==> src/rtl/cpa16_accum_ctrl.sv <==
// cpa16_accum_ctrl: valid/ready front-end that accumulates a programmed number of
// unsigned operands through an external combinational CPA16 prefix adder.
// The accumulator and operand registers drive the adder directly; its Sum is
// captured back into the accumulator during the ADD state.

module cpa16_accum_ctrl #(
    parameter int unsigned WIDTH = 16,
    parameter int unsigned CNT_W = 8
) (
    input  logic             clk,
    input  logic             rst,
    input  logic             start,
    input  logic [CNT_W-1:0] num_ops,
    input  logic             in_valid,
    input  logic [WIDTH-1:0] in_data,
    output logic             in_ready,
    output logic [WIDTH-1:0] cpa_a,
    output logic [WIDTH-1:0] cpa_b,
    input  logic [WIDTH-1:0] cpa_sum,
    output logic             out_valid,
    output logic [WIDTH-1:0] out_sum,
    output logic             out_ovf,
    input  logic             out_ready,
    output logic             busy
);

    typedef enum logic [1:0] {
        StIdle,
        StWait,
        StAdd,
        StDone
    } state_e;

    state_e           state_q;
    logic [WIDTH-1:0] acc_q;
    logic [WIDTH-1:0] opnd_q;
    logic [CNT_W-1:0] remaining_q;
    logic             ovf_q;
    logic             in_ready_q;
    logic             out_valid_q;
    logic             busy_q;

    // Job sequencing, datapath capture and registered handshake outputs.
    always_ff @(posedge clk) begin
        if (rst) begin
            state_q     <= StIdle;
            acc_q       <= '0;
            opnd_q      <= '0;
            remaining_q <= '0;
            ovf_q       <= 1'b0;
            in_ready_q  <= 1'b0;
            out_valid_q <= 1'b0;
            busy_q      <= 1'b0;
        end else begin
            unique case (state_q)
                StIdle: begin
                    if (start) begin
                        acc_q  <= '0;
                        ovf_q  <= 1'b0;
                        busy_q <= 1'b1;
                        if (num_ops != '0) begin
                            remaining_q <= num_ops;
                            in_ready_q  <= 1'b1;
                            state_q     <= StWait;
                        end else begin
                            // Empty job: report a zero total straight away.
                            out_valid_q <= 1'b1;
                            state_q     <= StDone;
                        end
                    end
                end
                StWait: begin
                    if (in_valid) begin
                        opnd_q     <= in_data;
                        in_ready_q <= 1'b0;
                        state_q    <= StAdd;
                    end
                end
                StAdd: begin
                    acc_q       <= cpa_sum;
                    // CPA16 has no carry-out; a wrapped sum is smaller than either addend.
                    ovf_q       <= ovf_q | (cpa_sum < acc_q);
                    remaining_q <= remaining_q - CNT_W'(1);
                    if (remaining_q == CNT_W'(1)) begin
                        out_valid_q <= 1'b1;
                        state_q     <= StDone;
                    end else begin
                        in_ready_q <= 1'b1;
                        state_q    <= StWait;
                    end
                end
                StDone: begin
                    // start is deliberately not examined here, even alongside out_ready.
                    if (out_ready) begin
                        out_valid_q <= 1'b0;
                        busy_q      <= 1'b0;
                        state_q     <= StIdle;
                    end
                end
                default: begin
                    state_q     <= StIdle;
                    in_ready_q  <= 1'b0;
                    out_valid_q <= 1'b0;
                    busy_q      <= 1'b0;
                end
            endcase
        end
    end

    // Outputs come straight from registers; no input reaches an output combinationally.
    always_comb begin
        in_ready  = in_ready_q;
        out_valid = out_valid_q;
        busy      = busy_q;
        cpa_a     = acc_q;
        cpa_b     = opnd_q;
        out_sum   = acc_q;
        out_ovf   = ovf_q;
    end

endmodule

==> config.mk <==
export PLATFORM = sky130hd
export DESIGN_NAME = cpa16_accum_ctrl
export DESIGN_NICKNAME = d
export VERILOG_FILES = /design/src/rtl/cpa16_accum_ctrl.sv
export SDC_FILE = /design/constraint.sdc
export NUM_CORES = 1
export LEC_CHECK = 0
export ABC_CLOCK_PERIOD_IN_PS = 2700
export CORE_MARGIN = 2
export CORE_UTILIZATION = 35
export DETAILED_ROUTE_END_ITERATION = 8
export PLACE_DENSITY_LB_ADDON = 0.25
export REMOVE_ABC_BUFFERS = 1
export SETUP_SLACK_MARGIN = 0.15
export SKIP_CTS_REPAIR_TIMING = 1
export SLEW_MARGIN = 20
export SYNTH_ARGS = -nofsm -noshare
export SYNTH_HDL_FRONTEND = slang
export SYNTH_SLANG_ARGS = --single-unit
==> constraint.sdc <==
create_clock -name clk -period 2.7 [get_ports clk]
set_clock_uncertainty 0.15 [all_clocks]
set_input_delay 0.27 -clock clk [delete_from_list [all_inputs] [get_ports clk]]
set_output_delay 0.27 -clock clk [all_outputs]
set_load 0.05 [all_outputs]
# --- Word-level counts from Yosys, hierarchy flattened ---
# Cells that the tools add are included.
totals:
  ff_bits: 46
  in_bits: 45
  output_inout_bits: 52
classes:
  n_addsub: 1
  n_lt_le_gt_ge: 1
  eq_ne: 11
  n_mux: 25
  bitwise_logic: 1
  reduce_logical: 13
ops:
  columns: ["op", "n"]
  rows:
  - ["case mux 16 bit (2 select lines)", 1]
  - ["less-than comparator 16 bit", 1]
  - ["two-way mux 16 bit", 1]
  - ["two-way mux 8 bit", 2]
  - ["case mux 8 bit (2 select lines)", 1]
  - ["inequality test 2 bit (second input constant)", 7]
  - ["two-way mux 1 bit", 10]
  - ["two-way mux 2 bit", 5]
  - ["AND reduction 5 bit", 2]
  - ["AND reduction 3 bit", 3]
  - ["== test 8 x 1 -> 1 bit (second input constant)", 1]
  - ["case mux 2 bit (4 select lines)", 1]
  - ["nonzero test 8 bit", 1]
  - ["subtractor 8 x 1 -> 8 bit (second input constant)", 1]
  - ["case mux 1 bit (3 select lines)", 2]
  - ["nonzero test 3 bit", 2]
  - ["== test 2 bit (second input constant)", 2]
  - ["case mux 1 bit (2 select lines)", 2]
  - ["AND reduction 2 bit", 2]
  - ["nonzero test 2 bit", 2]
  - ["== test 2 x 1 -> 1 bit (second input constant)", 1]
  - ["logical NOT 2 bit", 1]
  - ["OR 1 bit", 1]

# --- Logic depth before layout (Yosys ltp) ---
logic_depth:
  word_depth: 4
  mapped_depth: 6

# --- Worst setup path after synthesis ---
# No wires, ideal clock.
synth_path:
  path_kind: "reg-to-reg"
  start: "register acc_q[15], in the netlist cpa_a[15]"
  end: "register ovf_q, in the netlist out_ovf"
  setup_ns: 0.116
  arrival_ns: 2.140
  required_ns: 2.434
  setup_slack_ns: 0.294
  path_stages_with_launch: 7
  cell_sequence: "dfxtp_1 > inv_1 > ha_1 > nand4_1 > or4_1 > o32a_1 > a31o_1"
synth_via:
  elab_chain_cells: 3
synth_lines:
  columns: ["item", "line", "rtl"]
  rows:
  - ["start: declaration", "35", "logic [WIDTH-1:0] acc_q;"]
  - ["start signal: assignment", "80", "acc_q <= cpa_sum;"]
  - ["less-than comparator 16 bit", "82", "ovf_q <= ovf_q | (cpa_sum < acc_q);"]
  - ["OR 1 bit", "82", null]
  - ["case mux 1 bit (2 select lines)", "55", "unique case (state_q)"]
  - ["end signal: assignment", "82", null]
  - ["end: declaration", "38", "logic ovf_q;"]
# No other way between the ends.
# A chain may end at the register's enable or synchronous reset.

# --- Worst setup path in the final report ---
layout_path:
  start: "register acc_q[13], in the netlist cpa_a[13]"
  end: "register ovf_q, in the netlist out_ovf"
# The elaborated chain is that of the path after synthesis.

==> results.cfg <==
[status]
status = finished clean

[cts]
clk_latency_ns = 0.29
clock_path_buffers = 2
cts_tree = built
cts_buffers = 5
ctsHtreeMaxLevel = 2
clk_pin_slew_ns = 0.08
root_buffer = clkbuf_8
cts_sinks = 46

[critical_path]
worstPathArrival_ns = 2.23
slowest_stage = or4_1
worstPathRequired_ns = 2.74
crit_buf_inv = 1
crit_path_end_kind = flip-flop
cpLargestDelayFamily = simple AND/OR/NAND/NOR gates
critical_path_peak_fanout = 4
start_kind = flip-flop
path_cells = inv_1 -> ha_1 -> nand4_1 -> or4_1 -> o32a_1 -> a31o_1
path_class = flip-flop to flip-flop
cpPeakStageDelay_ns = 0.54

[flow_run]
drv_cap = 0

[timing]
max_slew.worst_pin.slew_ns = 0.6636
finalCriticalPeriod_ns = 2.191
max_freq_ghz = 0.4564
rsz0062_at_grt = no
max-slew-margin-rel_pct = 55.76
hold_viol = 0
setup_tns_ns = 0
drv_slew = 0
holdWs_ns = 0.3057
finalWorstSetupSlack_ns = 0.5090
setup_viol = 0
period_share_pct = 81.15

[final_layout]
fin_nets = 441
drive_gt1_share_pct = 6.053
final_cells = 460
fillers = 668
synthToLayoutAreaGrowth_pct = 41.45
num_antenna_cells = 0

[power_and_ir_drop]
pwr-share-comb_pct = 24.7
p_sw_share_pct = 30.60
power_density_nw_per_um2 = 455.1
vdd_drop_max_uv = 195.5
p_sw_w = 0.0004769
internal_power_w = 0.001082
clockPowerShare_pct = 27.9
seq_power_share_pct = 47.4
p_leak_nw = 1.221

[synthesis]
syn-cell-area_um2 = 2421
synth_cells = 300
synthTopCellsByArea = dfxtp_1 (38%), ha_1 (8.8%), a21oi_1 (8.3%)
ys_warn_count = 0
synth_edf_count = 0
yosysSeqAreaShare_pct = 38.04
syn_area_per_cell_um2 = 8.070
ys_ff_latch = 46
synth_most_common_cell = dfxtp_1
synth_top_area_share_pct = 38.04
synth_commonest_cells = dfxtp_1 (46), nand2_1 (42), a21oi_1 (40)
ys_types = 43
yosysTopAreaCell = dfxtp_1
synth_ff_type = dfxtp_1
async_flop_share_pct = 0

[place]
place.gp.congestion = 0.8229
dp_hpwl_um = 4687
dp.cells = 452
pre_cts_ws_ns = 0.2151
portBuffers = 96

[detailed_routing]
dr.pass1.iters = 4
drc = 0
antenna_left = 0
drtIter0Drc = 56
viasPerCell = 5.028
totalWireLength_um = 6418
vias = 2313
wire_per_inst_um = 13.95

[floorplanning]
start_util_pct = 35.83
die_h_um = 87.17
die_x_um = 87.17
fp.dieArea_um2 = 7599
core_um2 = 6756
io_pins = 97
fp-row-count = 30

[global_route]
grt_start_max_net_pins = 35
first_global_vias = 2201
grt_overflow = 0
grtUsageTotal_pct = 16.91
antenna_found_initial = 0
grt_pass1_wl_um = 10350

[min_path]
worstHoldPathType = flip-flop to flip-flop
## registers in the layout (all words and copies together), names as in the netlist
| name | flops |
|---|---|
| cpa_a | 16 |
| cpa_b | 16 |
| remaining_q | 8 |
| state_q | 2 |
| busy | 1 |
| in_ready | 1 |
| out_ovf | 1 |
| out_valid | 1 |
## layer usage
layer  global-route usage (%)  wire length (µm)  vias to the layer above
met5                        0                 0                        -
met4                    3.776                49                        0
met1                    21.93              2926                     1071
met3                    3.033               236                        5
li1                         -                 -                     1184
met2                    29.29              3205                       53
## power groups by stage
stage          registers (W)  clock network (W)  logic, W
5_1_grt             0.000744           0.000481  0.000421
4_1_cts             0.000738           0.000452  0.000388
3_3_place_gp        0.000752                  0  0.000382
2_1_floorplan       0.000828                  0  0.000137
6_report            0.000738           0.000435  0.000385
3_5_place_dp        0.000754                  0  0.000387
## per-stage QoR
stage                     total power, W  util [%]  area [µm²]
after floorplan                0.0009641         -        2225
final                           0.001558     50.69        3425
after global placement          0.001134     49.33        3333
after CTS                       0.001578     50.69        3425
after detailed placement        0.001141     49.33        3333
after global routing            0.001646     50.69        3425
## placed cells by master, fill, tap and decap left out, types with 2 or more instances in the layout
cell type,count
dfxtp_1,46
nand2b_1,4
a21oi_1,40
a211oi_1,2
nand4_1,4
o21ai_0,4
inv_1,19
nor4_1,2
nand3_1,2
a31o_2,2
a221oi_1,2
nand3b_1,2
nand2_1,42
and2_1,2
o21ai_1,7
ha_1,17
a21o_1,4
buf_4,7
clkbuf_8,6
a31oi_1,3
a22oi_1,16
clkdlybuf4s50_1,95
nor3_1,4
nor2_1,27
## cells by family (layout without fill, tap and decap cells)
| logic type | after synthesis | in the layout | synth area share (%) |
|---|---|---|---|
| buf+inv | 50 | 130 | 11.06 |
| compound gates | 88 | 88 | 22.58 |
| simple gates | 99 | 99 | 19.54 |
| flops | 46 | 46 | 38.04 |
| fa+ha+maj | 17 | 17 | 8.785 |
## cell type report
type	count	area, µm²	area share, %
Clock inverter	1	5.005	0.1461
Sequential cell	46	920.9	26.89
Clock buffer	7	86.33	2.521
Multi-Input combinational cell	204	1232	35.99
Inverter	19	71.32	2.083
Timing Repair Buffer	103	1008	29.45
Tap cell	80	100.1	2.923
## final timing paths
kind	startpoint	endpoint	slack (ns)	cells past startpoint
max reg2reg	cpa_a[13]	out_ovf	0.51	6
min reg2reg	cpa_b[13]	cpa_b[13]	0.31	2
max	cpa_a[13]	out_ovf	0.51	6
min	cpa_b[13]	cpa_b[13]	0.31	2
## worst min-delay path: stages, from the launching register on
cell and delay [ns]:
dfxtp_1 0.32, nand2_1 0.05, a21oi_1 0.05
No activity file was read; power rests on OpenSTA's default activity.
